## src/rtl/dm_port_arbiter.sv

```systemverilog
// Two-requester arbiter in front of the single-port synchronous-read data memory.
// The pipeline (cpu) has priority; a starvation counter forces one ext slot after STARVE_LIMIT losses.
module dm_port_arbiter #(
   parameter int AW           = 8,
   parameter int DW           = 8,
   parameter int STARVE_LIMIT = 4
) (
   input  logic          clk,
   input  logic          reset,
   input  logic          cpu_req,
   input  logic          cpu_we,
   input  logic [AW-1:0] cpu_addr,
   input  logic [DW-1:0] cpu_wdata,
   output logic          cpu_stall,
   output logic          cpu_rvalid,
   output logic [DW-1:0] cpu_rdata,
   input  logic          ext_req,
   input  logic          ext_we,
   input  logic [AW-1:0] ext_addr,
   input  logic [DW-1:0] ext_wdata,
   output logic          ext_gnt,
   output logic          ext_rvalid,
   output logic [DW-1:0] ext_rdata,
   output logic          mem_en,
   output logic          mem_we,
   output logic [AW-1:0] mem_addr,
   output logic [DW-1:0] mem_din,
   input  logic [DW-1:0] mem_dout
);

   typedef enum logic {
      ARB_CPU   = 1'b0,
      ARB_FORCE = 1'b1
   } arb_state_t;

   typedef enum logic [1:0] {
      OWN_NONE = 2'd0,
      OWN_CPU  = 2'd1,
      OWN_EXT  = 2'd2
   } owner_t;

   localparam logic [3:0] LIMIT = 4'(STARVE_LIMIT);

   arb_state_t state;
   logic [3:0] starve_cnt;
   logic [3:0] cnt_nxt;
   owner_t     rd_owner;
   owner_t     owner_nxt;
   logic       cpu_win;
   logic       ext_win;

   // Grant decision: cpu first, except in the single forced slot while ext still asks.
   always_comb begin
      cpu_win = 1'b0;
      ext_win = 1'b0;
      if (!reset) begin
         if (state == ARB_FORCE && ext_req) begin
            ext_win = 1'b1;
         end else if (cpu_req) begin
            cpu_win = 1'b1;
         end else if (ext_req) begin
            ext_win = 1'b1;
         end
      end
   end

   always_comb begin
      cnt_nxt = starve_cnt;
      if (ext_win || !ext_req) begin
         cnt_nxt = 4'd0;
      end else if (cpu_win) begin
         cnt_nxt = starve_cnt + 4'd1;
      end
   end

   always_comb begin
      owner_nxt = OWN_NONE;
      if (cpu_win && !cpu_we) begin
         owner_nxt = OWN_CPU;
      end else if (ext_win && !ext_we) begin
         owner_nxt = OWN_EXT;
      end
   end

   always_comb begin
      mem_en   = cpu_win | ext_win;
      mem_we   = 1'b0;
      mem_addr = '0;
      mem_din  = '0;
      if (cpu_win) begin
         mem_we   = cpu_we;
         mem_addr = cpu_addr;
         mem_din  = cpu_wdata;
      end else if (ext_win) begin
         mem_we   = ext_we;
         mem_addr = ext_addr;
         mem_din  = ext_wdata;
      end
   end

   assign ext_gnt   = ext_win;
   assign cpu_stall = cpu_req & ~cpu_win & ~reset;

   // Stage boundary: arbitration state and owner of the read returning next cycle.
   always_ff @(posedge clk or posedge reset) begin
      if (reset) begin
         state      <= ARB_CPU;
         starve_cnt <= 4'd0;
         rd_owner   <= OWN_NONE;
      end else begin
         starve_cnt <= cnt_nxt;
         rd_owner   <= owner_nxt;
         case (state)
            ARB_CPU:   state <= (cnt_nxt == LIMIT) ? ARB_FORCE : ARB_CPU;
            ARB_FORCE: state <= ARB_CPU;
            default:   state <= ARB_CPU;
         endcase
      end
   end

   // Read data only reaches the requester that issued the read; the other sees zero.
   assign cpu_rvalid = (rd_owner == OWN_CPU);
   assign ext_rvalid = (rd_owner == OWN_EXT);
   assign cpu_rdata  = cpu_rvalid ? mem_dout : '0;
   assign ext_rdata  = ext_rvalid ? mem_dout : '0;

endmodule
```

## config.mk

```make
export PLATFORM = sky130hd
export DESIGN_NAME = dm_port_arbiter
export DESIGN_NICKNAME = d
export VERILOG_FILES = /design/src/rtl/dm_port_arbiter.sv
export SDC_FILE = /design/constraint.sdc
export NUM_CORES = 1
export LEC_CHECK = 0
export BUFFER_PORTS_ARGS = -buffer_cell sky130_fd_sc_hd__buf_2
export CAP_MARGIN = 20
export CELL_PAD_IN_SITES_DETAIL_PLACEMENT = 1
export CELL_PAD_IN_SITES_GLOBAL_PLACEMENT = 1
export CORE_MARGIN = 5
export CORE_UTILIZATION = 18
export DETAILED_ROUTE_END_ITERATION = 12
export GPL_TIMING_DRIVEN = 0
export HOLD_SLACK_MARGIN = 0.06
export PLACE_DENSITY = 0.79
export SETUP_SLACK_MARGIN = 0.15
export SLEW_MARGIN = 20
export SYNTH_ARGS = -nofsm -noshare
export SYNTH_HDL_FRONTEND = slang
export SYNTH_SLANG_ARGS = --single-unit
```

## constraint.sdc

```tcl
create_clock -name clk -period 1.28 [get_ports clk]
set_input_delay 0.128 -clock clk [delete_from_list [all_inputs] [get_ports clk]]
set_output_delay 0.128 -clock clk [all_outputs]
set_load 0.01 [all_outputs]
```

### After elaboration in Yosys (flattened, before gate mapping)

Cells that the tools add are included.

| word-level totals | value |
|---|---|
| bits of input ports | 46 |
| register bits | 7 |

| cells by class | value |
|---|---|
| equal/unequal tests | 3 |
| $add $sub $neg | 1 |
| bitwise logic cells | 6 |
| multiplexer cells | 21 |
| reduce and logical (&&, ||, !) cells | 7 |

Operators with widths:

| operator | number |
|---|---|
| 2-to-1 mux 8 bit | 6 |
| 2-to-1 mux 1 bit | 10 |
| 2-to-1 mux 4 bit | 2 |
| adder 4 x 1 -> 4 bit, second input constant | 1 |
| equality test 4 x 3 -> 1 bit, second input constant | 1 |
| 2-to-1 mux 2 bit | 2 |
| logical AND 1 bit | 3 |
| zero test 1 bit | 3 |
| NOT 1 bit | 3 |
| AND 1 bit | 2 |
| equality test 2 x 1 -> 1 bit, second input constant | 1 |
| equality test 2 bit, second input constant | 1 |
| case mux 1 bit (2 select lines) | 1 |
| logical OR 1 bit | 1 |
| OR 1 bit | 1 |

### Longest topological paths before layout

| logic depth | value |
|---|---|
| depth in word-level cells | 9 |
| depth in mapped cells | 5 |

### Worst setup path before layout

Ideal clock, no wire load.

| path | value |
|---|---|
| path type | flip-flop to flip-flop |
| start | reg state |
| end | reg state |
| cell stages (with the launch flop) | 5 |
| path slack | 0.021 ns |
| arrival | 1.138 ns |
| library setup time | 0.121 ns |
| cells stage by stage | dfrtp_1 -> nand2b_1 -> or3_1 -> a21boi_2 -> and4b_1 |

| on the way | value |
|---|---|
| word-level cells in the longest chain between the ends | 8 |

RTL lines:

| what | RTL line | RTL |
|---|---|---|
| from (decl) | 44 | `arb_state_t state;` |
| from (signal assigned) | 114 | `ARB_CPU: state <= (cnt_nxt == LIMIT) ? ARB_FORCE : ARB_CPU;` |
| logical AND 1 bit * | 57 | `if (state == ARB_FORCE && ext_req) begin` |
| 2-to-1 mux 1 bit | 57 |  |
| 2-to-1 mux 1 bit | 56 | `if (!reset) begin` |
| 2-to-1 mux 4 bit / logical OR 1 bit (equally long branches) | 71, 69 |  |
| 2-to-1 mux 4 bit * | 69 | `if (ext_win \|\| !ext_req) begin` |
| net cnt_nxt[0] | 46 | `logic [3:0] cnt_nxt;` |
| equality test 4 x 3 -> 1 bit * | 114 |  |
| 2-to-1 mux 1 bit * | 114 |  |
| case mux 1 bit (2 select lines) * | 113 | `case (state)` |

Mark *: on every way through the listed nets, which the timed path passes. The rest lies on a longest branch.

### Worst setup path after layout

| path | value |
|---|---|
| start | reg state |
| end | out mem_addr[3] |

| on the way | value |
|---|---|
| word-level cells in the longest chain between the ends | 5 |

RTL lines:

| what | RTL line | RTL |
|---|---|---|
| logical AND 1 bit * | 57 |  |
| 2-to-1 mux 1 bit | 57 |  |
| 2-to-1 mux 1 bit | 56 |  |
| 2-to-1 mux 8 bit | 94 | `end else if (ext_win) begin` |
| 2-to-1 mux 8 bit * | 90 | `if (cpu_win) begin` |
| to (decl) | 26 | `output logic [AW-1:0] mem_addr,` |

Mark *: on every way between the ends. The rest lies on a longest branch, timed or not.

==> flow_metrics.tcl <==
set metrics [dict create \
    place_congestion 0.723 \
    period_share_pct 124 \
    violations "setup timing" \
    worstHoldStart "ext_we" \
    h-tree-depth 1 \
    design_area_mm2 0.00159 \
    core_region_area_mm2 0.00366 \
    critical_path_class "reg -> out" \
    num_rows 22 \
    final_core_util_pct 43.4 \
    rsz0062_at_grt "yes" \
    synth.area.top_cells "dfrtp_1 (26%), a22o_1 (22%), and2_1 (16%)" \
    yosys.area.top_type_share_pct 25.7 \
    grt_start_max_net_pins 12 \
    rr_startpoint "state" \
    ff2ff_path_depth 5 \
    synthCells 78 \
    grt_pass1_wl_um 5100 \
    nets 227 \
    cp_cell_sequence "nand2_2 -> and2_4 -> buf_8 -> buf_6 -> a22o_1 -> buf_2" \
    slew_headroom_pct 75.7 \
    p_total_uw 897 \
    routed_wl_um 3650 \
    r2r_slack_ns -0.19 \
    ys_warn_count 0 \
    syn_nets 125 \
    fmax_ghz 0.629 \
    diodes 0 \
    cp_slowest_stage_delay_ns 0.38 \
    cts_max_path_buffers 2 \
    synth_async_sr_flop_share_pct 100 \
    critPathSlowestCell "dfrtp_1" \
    post_dp_cell_area_mm2 0.00117 \
    drt-pass1-iter-count 3 \
    setup_viol 28 \
    die_w_um 71.5 \
    period_minus_slack_ns 1.59 \
    synthToLayoutAreaGrowth_pct 133 \
    finalHoldViolCount 0 \
    synth_area_leader_cell "dfrtp_1" \
    clk_pin_slew_worst_paths_ns 0.04 \
    vias 1000 \
    holdWs_ns 0.0860 \
    io_pins 84 \
    crit_end "mem_addr[3]" \
    tightest_slew_ns 0.363 \
    drive_gt1_share_pct 74.9 \
    syn_avg_cell_area_um2 8.73 \
    r2r_end "state" \
    cp.depth 6 \
    clock-sinks 7 \
    ys_ff_latch 7 \
    vias_per_cell 4.41 \
    worst_ep_arrival_time_ns 1.46 \
    drc 0 \
    grt_pass1_vias 1044 \
    worstSkewPairLatency_ns 0.23 \
    hold_path.class "in -> reg" \
    final_antenna_net_count 0 \
    leakage_uw 0.000857 \
    cp-start-kind "flip-flop" \
    irDropWorstVdd_uv 305 \
    die_y_um 71.5 \
    cp.required_ns 1.15 \
    routedWlPerCell_um 16.1 \
    crit_family "buffers and inverters" \
    ys.flop_type "dfrtp_1" \
    layout_setup_ws_ns -0.309 \
    io_buffers 83 \
    status "complete, but fails checks" \
    grt-ovfl-total 0 \
    antenna_found_initial 0 \
    cts_buffers 3 \
    track_usage_pct 12.5 \
    root_buffer "clkbuf_8" \
    cts_tree "done" \
    max_cap_viol_count 0 \
    initial_core_util_pct 18.6 \
    power.density_mw_per_mm2 565 \
    startpoint "state" \
    drv_slew 0 \
    synth_edf_count 0 \
    skew_ns 0.00386 \
    synthesis.area_um2 681 \
    seq_area_frac_synth_pct 25.7 \
    drt_iter0_drc 25 \
    synth.distinct_cells 24 \
    endpoint_kind "primary output" \
    path_max_fanout 11 \
    cp_num_buf_inv 3 \
    die-area_mm2 0.00511 \
    setup_tns_ns -5.40 \
    dp_hpwl_um 2570 \
]
metal layers:
| metal | global-route usage, % | share of wire [%] |
|---|---|---|
| met1 | 11.7 | 31 |
| met2 | 25.8 | 60 |
| met3 | 3.09 | 6.3 |
| met4 | 3.97 | 2.1 |
| met5 | 0 | 0 |
cells in the mapped netlist (all sizes together), types with 2 or more instances:
cell type / number
nand2b: 3
nor2b: 5
and2: 18
nor2: 5
nand2: 3
mux2i: 2
buf: 4
a22o: 17
and3: 2
dfrtp: 7
clkbuf: 2
logic make-up (layout without fill, tap and decap cells):
kind of cell,Yosys count,in the layout,synth area share (%)
adder cells (fa/ha/maj),1,1,1.84
flip-flops,7,7,25.7
XOR/XNOR,1,1,1.29
buffers and inverters,7,108,7.35
multiplexers,2,2,2.94
AO/OA/AOI/OAI,20,20,25.6
AND/OR/NAND/NOR,40,40,35.3
layout make-up:
type / instances / area (um^2)
timing repair buffer: 97 / 678
sequential: 7 / 175
inverter: 1 / 3.75
fill: 451 / 2070
clock buffer: 4 / 45.0
buffer: 6 / 71.3
multi-input combinational: 64 / 556
tap: 48 / 60.1
sequential cells by signal, indices dropped and copies added (netlist names):
register,cells
rd_owner,2
starve_cnt,4
state,1
worst min-delay path by stage:
stage                     depth (start not counted)            end
after floorplan                                   1    rd_owner[0]
after global placement                            2          state
after detailed placement                          2  starve_cnt[0]
after CTS                                         2    rd_owner[1]
after global routing                              2    rd_owner[1]
final                                             2    rd_owner[1]
where the power goes:
group	switching (uW)	total [uW]	internal [uW]	leakage, uW
clock	103	319	216	0.0000228
sequential	4.97	232	227	0.0000964
combinational	148	347	199	0.000738
layout by cell type, fill, tap and decap left out, types with 2 or more instances in the layout:
cell type,count
a22o_1,17
and2_4,17
buf_2,64
buf_4,3
buf_6,33
clkbuf_8,3
dfrtp_1,7
dlygate4sd3_1,2
nand2_1,2
nand2b_1,2
nor2_1,5
nor2b_4,4
what timing repair did:
| item | in CTS | in global routing |
|---|---|---|
| setup endpoints to repair | 41 | 43 |
| setup buffers | 4 | 3 |
| pin swaps | 15 | 8 |
| cloned | 5 | 0 |
| hold endpoints to repair | 8 | 0 |
| resized for setup | 20 | 55 |
| hold buffers | 2 | 0 |
stage by stage:
stage,setup WS [ns],std cells
finish,-0.309,227
global route,-0.360,227
CTS,-0.315,224
detailed placement,-0.0971,209
global placement,-0.0730,209
floorplan,0.0288,78
Note: power is estimated with default switching activity, not from simulation.
